<file path="src/rtl/conv_pkg.sv">
// rtl/conv_pkg.sv - shared state encoding, default widths and saturation limits for conv_layer_seq
package conv_pkg;

    localparam int CELLS_DEF = 11;
    localparam int ACC_W_DEF = 32;

    typedef enum logic [2:0] {
        ST_IDLE,
        ST_FETCH,
        ST_WAIT,
        ST_ACC,
        ST_OUT
    } conv_state_e;

    // Limits are returned 64 bits wide; callers truncate to their own ACC_W (<= 64).
    function automatic logic [63:0] sat_max_of(input int w);
        return (64'd1 << (w - 1)) - 64'd1;
    endfunction

    function automatic logic [63:0] sat_min_of(input int w);
        return ~sat_max_of(w);
    endfunction

endpackage

</file>
<file path="src/rtl/conv_acc_bank.sv">
// rtl/conv_acc_bank.sv - CELLS signed accumulators with load, add and optional saturation
module conv_acc_bank
    import conv_pkg::*;
#(
    parameter int CELLS = CELLS_DEF,
    parameter int ACC_W = ACC_W_DEF
) (
    input  logic                   clk,
    input  logic                   rst_b,
    input  logic                   en,
    input  logic                   load,
    input  logic                   sat_en,
    input  logic [CELLS*ACC_W-1:0] dp_out,
    output logic [CELLS*ACC_W-1:0] acc_data
);

    localparam logic [ACC_W-1:0] SAT_MAX = ACC_W'(sat_max_of(ACC_W));
    localparam logic [ACC_W-1:0] SAT_MIN = ACC_W'(sat_min_of(ACC_W));

    for (genvar i = 0; i < CELLS; i++) begin : g_lane
        logic [ACC_W-1:0] acc_q;
        logic [ACC_W-1:0] addend;
        logic [ACC_W:0]   sum_ext;
        logic [ACC_W-1:0] sum_next;

        // Lane 0 lives in the most significant slice.
        assign addend  = dp_out[(CELLS-1-i)*ACC_W +: ACC_W];
        assign sum_ext = {acc_q[ACC_W-1], acc_q} + {addend[ACC_W-1], addend};

        always_comb begin
            sum_next = sum_ext[ACC_W-1:0];
            if (sat_en && (sum_ext[ACC_W] != sum_ext[ACC_W-1])) begin
                sum_next = sum_ext[ACC_W] ? SAT_MIN : SAT_MAX;
            end
        end

        always_ff @(posedge clk or negedge rst_b) begin
            if (!rst_b) begin
                acc_q <= '0;
            end else if (en) begin
                acc_q <= load ? addend : sum_next;
            end
        end

        assign acc_data[(CELLS-1-i)*ACC_W +: ACC_W] = acc_q;
    end

endmodule

</file>
<file path="src/rtl/conv_layer_seq.sv">
// rtl/conv_layer_seq.sv - layer fetch/accumulate sequencer; CONV_LAYER_SEQ_SAT_EN enables saturation
module conv_layer_seq
    import conv_pkg::*;
#(
    parameter int NUM_LAYERS = 4,
    parameter int CELLS      = CELLS_DEF,
    parameter int ACC_W      = ACC_W_DEF,
    parameter int DP_LAT     = 1
) (
    input  logic                   clk,
    input  logic                   rst_b,
    input  logic                   start,
    input  logic                   abort,
    output logic                   busy,
    output logic                   layer_req,
    output logic [5:0]             layer_idx,
    input  logic                   layer_vld,
    output logic                   dp_en,
    input  logic [CELLS*ACC_W-1:0] dp_out,
    output logic [CELLS*ACC_W-1:0] out_data,
    output logic                   out_valid,
    input  logic                   out_ready,
    output logic                   done
);

`ifdef CONV_LAYER_SEQ_SAT_EN
    localparam logic SAT_EN = 1'b1;
`else
    localparam logic SAT_EN = 1'b0;
`endif

    localparam logic [5:0] LAST_IDX = 6'(NUM_LAYERS - 1);
    localparam logic [2:0] LAT_LAST = 3'(DP_LAT - 1);

    conv_state_e state, state_nxt;
    logic [5:0]  idx_nxt;
    logic [2:0]  lat_cnt, cnt_nxt;
    logic        acc_en, acc_load;

    always_ff @(posedge clk or negedge rst_b) begin
        if (!rst_b) begin
            state     <= ST_IDLE;
            layer_idx <= '0;
            lat_cnt   <= '0;
        end else begin
            state     <= state_nxt;
            layer_idx <= idx_nxt;
            lat_cnt   <= cnt_nxt;
        end
    end

    always_comb begin
        state_nxt = state;
        idx_nxt   = layer_idx;
        cnt_nxt   = '0;
        busy      = (state != ST_IDLE);
        layer_req = 1'b0;
        dp_en     = 1'b0;
        out_valid = 1'b0;
        done      = 1'b0;
        acc_en    = 1'b0;
        acc_load  = 1'b0;

        case (state)
            ST_IDLE: begin
                if (start) begin
                    state_nxt = ST_FETCH;
                    idx_nxt   = '0;
                end
            end
            ST_FETCH: begin
                layer_req = 1'b1;
                if (layer_vld) begin
                    dp_en     = 1'b1;
                    state_nxt = ST_WAIT;
                end
            end
            ST_WAIT: begin
                if (lat_cnt == LAT_LAST) begin
                    state_nxt = ST_ACC;
                end else begin
                    cnt_nxt = lat_cnt + 3'd1;
                end
            end
            ST_ACC: begin
                acc_en   = 1'b1;
                acc_load = (layer_idx == 6'd0);
                if (layer_idx == LAST_IDX) begin
                    state_nxt = ST_OUT;
                end else begin
                    state_nxt = ST_FETCH;
                    idx_nxt   = layer_idx + 6'd1;
                end
            end
            ST_OUT: begin
                out_valid = 1'b1;
                if (out_ready) begin
                    done      = 1'b1;
                    state_nxt = ST_IDLE;
                end
            end
            default: state_nxt = ST_IDLE;
        endcase

        // Abort wins over every other event, including a same-cycle out_ready.
        if (abort) begin
            state_nxt = ST_IDLE;
            idx_nxt   = layer_idx;
            cnt_nxt   = '0;
            dp_en     = 1'b0;
            acc_en    = 1'b0;
            done      = 1'b0;
        end
    end

    conv_acc_bank #(
        .CELLS (CELLS),
        .ACC_W (ACC_W)
    ) u_acc_bank (
        .clk      (clk),
        .rst_b    (rst_b),
        .en       (acc_en),
        .load     (acc_load),
        .sat_en   (SAT_EN),
        .dp_out   (dp_out),
        .acc_data (out_data)
    );

endmodule

</file>
<file path="config.mk">
export PLATFORM = sky130hd
export DESIGN_NAME = conv_layer_seq
export DESIGN_NICKNAME = d
export VERILOG_FILES = /design/src/rtl/conv_pkg.sv /design/src/rtl/conv_acc_bank.sv /design/src/rtl/conv_layer_seq.sv
export SDC_FILE = /design/constraint.sdc
export NUM_CORES = 2
export LEC_CHECK = 0
export BUFFER_PORTS_ARGS = -buffer_cell sky130_fd_sc_hd__buf_4
export CORE_AREA = 2 2 284 286
export CTS_BUF_LIST = sky130_fd_sc_hd__clkbuf_8
export CTS_CLUSTER_DIAMETER = 40
export CTS_CLUSTER_SIZE = 24
export DETAILED_ROUTE_END_ITERATION = 10
export DIE_AREA = 0 0 286 288
export PLACE_DENSITY = 0.67
export SLEW_MARGIN = 40
export SYNTH_ARGS = -nofsm -noshare
export SYNTH_HDL_FRONTEND = slang
export SYNTH_SLANG_ARGS = --single-unit
</file>
<file path="constraint.sdc">
create_clock -name clk -period 2.9 [get_ports clk]
set_input_delay 0.145 -clock clk [delete_from_list [all_inputs] [get_ports clk]]
set_output_delay 0.145 -clock clk [all_outputs]
set_load 0.02 [all_outputs]
</file>
-- Word level (Yosys, flattened, before mapping)
Cells that the tools add are included.
- bits in registers: 364
- input bits: 358
- word-level logic and storage cells: 81
- add/subtract/negate cells: 13
- equal/unequal tests: 11
- multiplexer cells: 35
- bitwise operators: 1
- reductions and logical operators: 7
- operator list (cell ; count):
    $add 32x32->32 ; 11
    $mux 32 ; 11
    $mux 3 ; 9
    $pmux 3 s5 ; 1
    $mux 6 ; 2
    $ne 3x3->1 const B ; 4
    $pmux 6 s2 ; 1
    $mux 1 ; 11
    $reduce_and 4->1 ; 2
    $add 6x1->6 const B ; 1
    $eq 3x2->1 const B ; 2
    $eq 6x2->1 const B ; 1
    $logic_not 3->1 ; 2
    $logic_not 6->1 ; 1
    $ne 2x2->1 const B ; 2
    $add 3x1->3 const B ; 1
    $eq 3x1->1 const B ; 1
    $eq 3x3->1 const B ; 1
    $reduce_bool 3->1 ; 1
    $reduce_bool 2->1 ; 1
    $not 1->1 ; 1

-- Longest topological paths before layout
- depth after elaboration: 4
- depth in mapped cells: 13
- gate-level depth less buffers: 13

-- Cells and area by module
A second synthesis with hierarchy kept.
- cell total of the unflattened synthesis: 4647
- area total of the unflattened synthesis: 36779.0 sq um
- modules (own cells, without submodules) (module ; instances ; cells each ; area an instance (sq um) ; sequential area each (sq um)):
    conv_acc_bank ; 1 ; 4559 ; 35952.0 ; 8808.4
    conv_layer_seq ; 1 ; 88 ; 827.0 ; 300.3

-- Worst setup path before layout
OpenSTA, ideal clock, no wires.
- kind: register to register
- start point: reg u_acc_bank.g_lane[4].acc_q[0]
- end point: reg u_acc_bank.g_lane[4].acc_q[28]
- arrival time: 3.166 ns
- data required time: 2.823 ns
- slack: -0.343 ns
- cell stages (with the launch flop): 13
- buffers on the path: 0
- period minus slack after synthesis: 3.243 ns
- cells stage by stage: dfrtp_1 > ha_1 > fa_1 > a21oi_1 > o22ai_1 > a311o_1 > a31oi_2 > o21ai_2 > a31oi_2 > o21ai_2 > a41oi_1 > mux2_1 > a21oi_1
- word-level cells in the longest chain between the ends: 2
- RTL lines (item ; RTL line ; RTL):
    from (decl) ; conv_acc_bank.sv:21 ; logic [ACC_W-1:0] acc_q;
    from (signal assigned) ; conv_acc_bank.sv:41 ; acc_q <= load ? addend : sum_next;
    $add 32x32->32 ; conv_acc_bank.sv:28 ; assign sum_ext = {acc_q[ACC_W-1], acc_q} + {addend[ACC_W-1], addend};
    $mux 32 ; conv_acc_bank.sv:41 ;
No other way between the ends.
A chain may end at the register's enable or synchronous reset.

-- Worst setup path after layout
- start point: reg u_acc_bank.g_lane[1].acc_q[14]
- end point: reg u_acc_bank.g_lane[1].acc_q[31]
- word-level cells in the longest chain between the ends: 2
- RTL lines (item ; RTL line):
    from (decl) ; conv_acc_bank.sv:21
    from (signal assigned) ; conv_acc_bank.sv:41
    $add 32x32->32 ; conv_acc_bank.sv:28
    $mux 32 ; conv_acc_bank.sv:41
No other way between the ends.

==> impl_metrics.json <==
{
  "initial_utilization_pct": 41.9,
  "post_synth_instance_area_um2": 33400,
  "worst_slack_ns": 0.00571,
  "chipWidth_um": 286,
  "place_hpwl_um": 93800,
  "hold_viol": 0,
  "detail_route.first_pass.iterations": 5,
  "io-pin-count": 721,
  "grt_pass1_wl_um": 193000,
  "design.core.area_um2": 79600,
  "synth-main-ff-cell": "sky130_fd_sc_hd__dfrtp_1",
  "place_area_um2": 42100,
  "instances_no_fill": 6731,
  "least_margin_pin_slew_ns": 0.682,
  "post_drt_via_cell_ratio": 5.56,
  "irDropWorstVdd_mv": 0.708,
  "fillCellCount": 6906,
  "htree_levels": 3,
  "cellPowerDensity_nw_per_um2": 1160,
  "critPathCaptureType": "register",
  "num_rows": 104,
  "hold_path_class": "in -> async",
  "critical_path_class": "reg -> reg",
  "run_status": "finished, final reports clean",
  "timing.clock.skew_ns": 0.0514,
  "clkSlewWorstSetupHoldPaths_ns": 0.06,
  "critPathMaxFanout": 5,
  "root_buffer": "sky130_fd_sc_hd__clkbuf_8",
  "first_global_vias": 36100,
  "dp_worst_setup_slack_ns": -0.159,
  "drive_gt1_share_pct": 26.0,
  "grt_overflow": 0,
  "critical_path.reg2reg.startpoint": "u_acc_bank.g_lane[1].acc_q[14]$_DFFE_PN0P_",
  "final_area_um2": 49300,
  "final_max_slew_viol_count": 0,
  "finalCriticalPeriod_ns": 2.89,
  "placedCellCount": 6169,
  "cts_tree": "done",
  "finish.net_count": 6299,
  "synth_seq_cells": 364,
  "cp-start-kind": "register",
  "rsz0062_at_grt": "yes",
  "drt_first_iter_violations": 1895,
  "clock_path_buffers": 3,
  "timing.final.setup_violations": 0,
  "max-slew-margin-rel_pct": 54.5,
  "drc": 0,
  "post_synth_inst_count": 4275,
  "numClockSinks": 364,
  "crit_start": "u_acc_bank.g_lane[1].acc_q[14]$_DFFE_PN0P_",
  "grt.total_usage_pct": 28.9,
  "routed_wirelength_um": 126000,
  "fmax_mhz": 346,
  "area_overhead_of_the_layout_relative_to_synthesis_pct": 47.7,
  "reg2reg_depth": 11,
  "power.leakage_nw": 24.3,
  "dr_total_vias": 37400,
  "yosys_warning_total": 0,
  "floorplan.die.height_um": 288,
  "clkLatencyLatePin_ns": 0.70,
  "ant_nets": 0,
  "gp_congestion": 0.951,
  "wl_per_cell_um": 18.7,
  "drv.max_cap_violation_count": 0,
  "number_of_antenna_violations_at_the_first_check_in_global_routing": 14,
  "syn_nets": 4989,
  "grt_max_degree": 128,
  "timing.critical_path.arrival_ns": 3.41,
  "mean_area_per_synthesized_cell_um2": 7.80,
  "timing.critical_path.required_ns": 3.42,
  "cts_made_buffers": 87,
  "synth_edf_count": 0,
  "fraction_of_synthesis_flops_using_an_asynchronous_set_or_reset_pin_pct": 100,
  "post-route-period-util_pct": 99.8,
  "die-area_um2": 82400,
  "timing.hold.ws_ns": 0.0715,
  "numPortBuffers": 720,
  "yosys.cell_types.count": 90,
  "share_of_the_yosys_chip_area_belonging_to_registers_pct": 27.3
}
## logic make-up after synthesis
family / after synthesis / share of synthesized area (%)
buffers and inverters: 280 / 3.18
AOI/OAI and AO/OA: 1639 / 29.8
DFF: 364 / 27.3
adders and majority gates: 356 / 13.6
and+or+nand+nor: 1333 / 18.0
xor gates and xnor gates: 276 / 7.25
muxes: 27 / 0.852
## registers in the layout, indices dropped and copies added, names as in the netlist
register	count
layer_idx	6
state	3
u_acc_bank.g_lane.acc_q	352
lat_cnt	3
## per-stage QoR
| step | utilization [%] | power, mW | setup TNS, ns |
|---|---|---|---|
| floorplan | - | 33.8 | -0.0219 |
| global placement | 52.9 | 46.1 | -0.604 |
| detailed placement | 52.9 | 46.6 | -1.45 |
| CTS | 60.5 | 55.1 | -0.0248 |
| global route | 61.8 | 61.5 | -1.49 |
| finish | 61.8 | 56.9 | 0 |
## Yosys cell counts (15+ instances only)
master                       n  area (µm²)
sky130_fd_sc_hd__a211oi_1   47         353
sky130_fd_sc_hd__a21o_1    216        1620
sky130_fd_sc_hd__a21oi_1   621        3110
sky130_fd_sc_hd__a31oi_1    85         532
sky130_fd_sc_hd__and2_1     20         125
sky130_fd_sc_hd__and3_1     85         532
sky130_fd_sc_hd__clkbuf_1  180         676
sky130_fd_sc_hd__dfrtp_1   364        9110
sky130_fd_sc_hd__ha_1      345        4320
sky130_fd_sc_hd__inv_1      82         308
sky130_fd_sc_hd__mux2i_1    16         160
sky130_fd_sc_hd__nand2_1   501        1880
sky130_fd_sc_hd__nand2b_1   35         219
sky130_fd_sc_hd__nand3_1    81         405
sky130_fd_sc_hd__nand4_1    37         231
sky130_fd_sc_hd__nor2_1    406        1520
sky130_fd_sc_hd__nor2b_1    31         194
sky130_fd_sc_hd__nor3_1     45         225
sky130_fd_sc_hd__o211ai_1   21         158
sky130_fd_sc_hd__o21a_1     30         225
sky130_fd_sc_hd__o21ai_0   361        1810
sky130_fd_sc_hd__o21ai_1    35         175
sky130_fd_sc_hd__o21bai_1   45         338
sky130_fd_sc_hd__o31ai_1    15         113
sky130_fd_sc_hd__or3_1      23         144
sky130_fd_sc_hd__xnor2_1   171        1500
sky130_fd_sc_hd__xor2_1    105         920
## final timing paths
check	slack (ns)	to
min in group clk	0.12	u_acc_bank.g_lane[0].acc_q[9]$_DFFE_PN0P_
setup reg to reg	0.006	u_acc_bank.g_lane[1].acc_q[31]$_DFFE_PN0P_
hold / removal	0.07	u_acc_bank.g_lane[8].acc_q[14]$_DFFE_PN0P_
hold reg to reg	0.47	lat_cnt[0]$_DFF_PN0_
setup / recovery	0.006	u_acc_bank.g_lane[1].acc_q[31]$_DFFE_PN0P_
max in group asynchronous	1.87	u_acc_bank.g_lane[6].acc_q[10]$_DFFE_PN0P_
## cells in the final DEF (no fill, tap or decap), types with 16 or more instances in the layout
cell / count
sky130_fd_sc_hd__dlygate4sd3_1: 360
sky130_fd_sc_hd__or3_1: 22
sky130_fd_sc_hd__and2_1: 18
sky130_fd_sc_hd__nand4_1: 37
sky130_fd_sc_hd__buf_4: 1030
sky130_fd_sc_hd__o211ai_1: 21
sky130_fd_sc_hd__a31oi_1: 77
sky130_fd_sc_hd__and3_1: 84
sky130_fd_sc_hd__o21ai_1: 50
sky130_fd_sc_hd__o21bai_1: 43
sky130_fd_sc_hd__o21ai_0: 337
sky130_fd_sc_hd__o21a_1: 29
sky130_fd_sc_hd__a211oi_2: 22
sky130_fd_sc_hd__buf_12: 27
sky130_fd_sc_hd__ha_4: 28
sky130_fd_sc_hd__nand2_1: 499
sky130_fd_sc_hd__a21o_1: 216
sky130_fd_sc_hd__inv_1: 95
sky130_fd_sc_hd__a21oi_2: 54
sky130_fd_sc_hd__xnor2_1: 171
sky130_fd_sc_hd__nand2b_1: 35
sky130_fd_sc_hd__ha_1: 309
sky130_fd_sc_hd__dfrtp_1: 357
sky130_fd_sc_hd__nor2_1: 402
sky130_fd_sc_hd__a211oi_1: 25
sky130_fd_sc_hd__nand3_1: 78
sky130_fd_sc_hd__nor2b_1: 29
sky130_fd_sc_hd__xor2_1: 103
sky130_fd_sc_hd__mux2i_1: 16
sky130_fd_sc_hd__nor3_1: 43
sky130_fd_sc_hd__clkbuf_8: 104
sky130_fd_sc_hd__a21oi_1: 566
## worst max-delay path, cell delays in order, from the launching register on
cell and delay, ns:
sky130_fd_sc_hd__dfrtp_1 0.45, sky130_fd_sc_hd__ha_4 0.27, sky130_fd_sc_hd__nor2b_2 0.17, sky130_fd_sc_hd__nor4_2 0.31, sky130_fd_sc_hd__a31oi_1 0.15, sky130_fd_sc_hd__a41oi_1 0.18, sky130_fd_sc_hd__buf_4 0.15, sky130_fd_sc_hd__o211ai_1 0.16
sky130_fd_sc_hd__a211oi_2 0.33, sky130_fd_sc_hd__mux2_2 0.38, sky130_fd_sc_hd__a21oi_2 0.13, sky130_fd_sc_hd__a21oi_1 0.05
## final cells by class
type / count / area, µm² / share of cell area (%)
Multi-Input combinational cell: 3631 / 24500 / 49.7
Timing Repair Buffer: 1419 / 11900 / 24.2
Sequential cell: 364 / 9120 / 18.5
Clock buffer: 104 / 1430 / 2.91
Tap cell: 1060 / 1330 / 2.69
Clock inverter: 56 / 661 / 1.34
Inverter: 82 / 308 / 0.625
Antenna cell: 15 / 37.5 / 0.0762
## routing by layer
layer	up-vias	track usage [%]	wire, µm
met4	8	13.6	6800
met5	-	0	60
met1	17700	34.8	51600
met2	1175	49.4	59500
met3	348	5.58	7630
li1	18200	-	-
## repair_timing
item	4_1_cts	5_1_grt
endpoints found under the hold margin	666	0
setup endpoints to repair	35	109
pin swaps	31	116
hold buffers	360	0
buffers inserted	6	22
resized for setup	58	181
## report_power, final
part           switching, mW  internal, mW
Clock                   2.82          4.54
Sequential              2.40          7.50
Combinational           21.4          18.3
Total                   26.6          30.3
(Power assumes the default switching activity.)
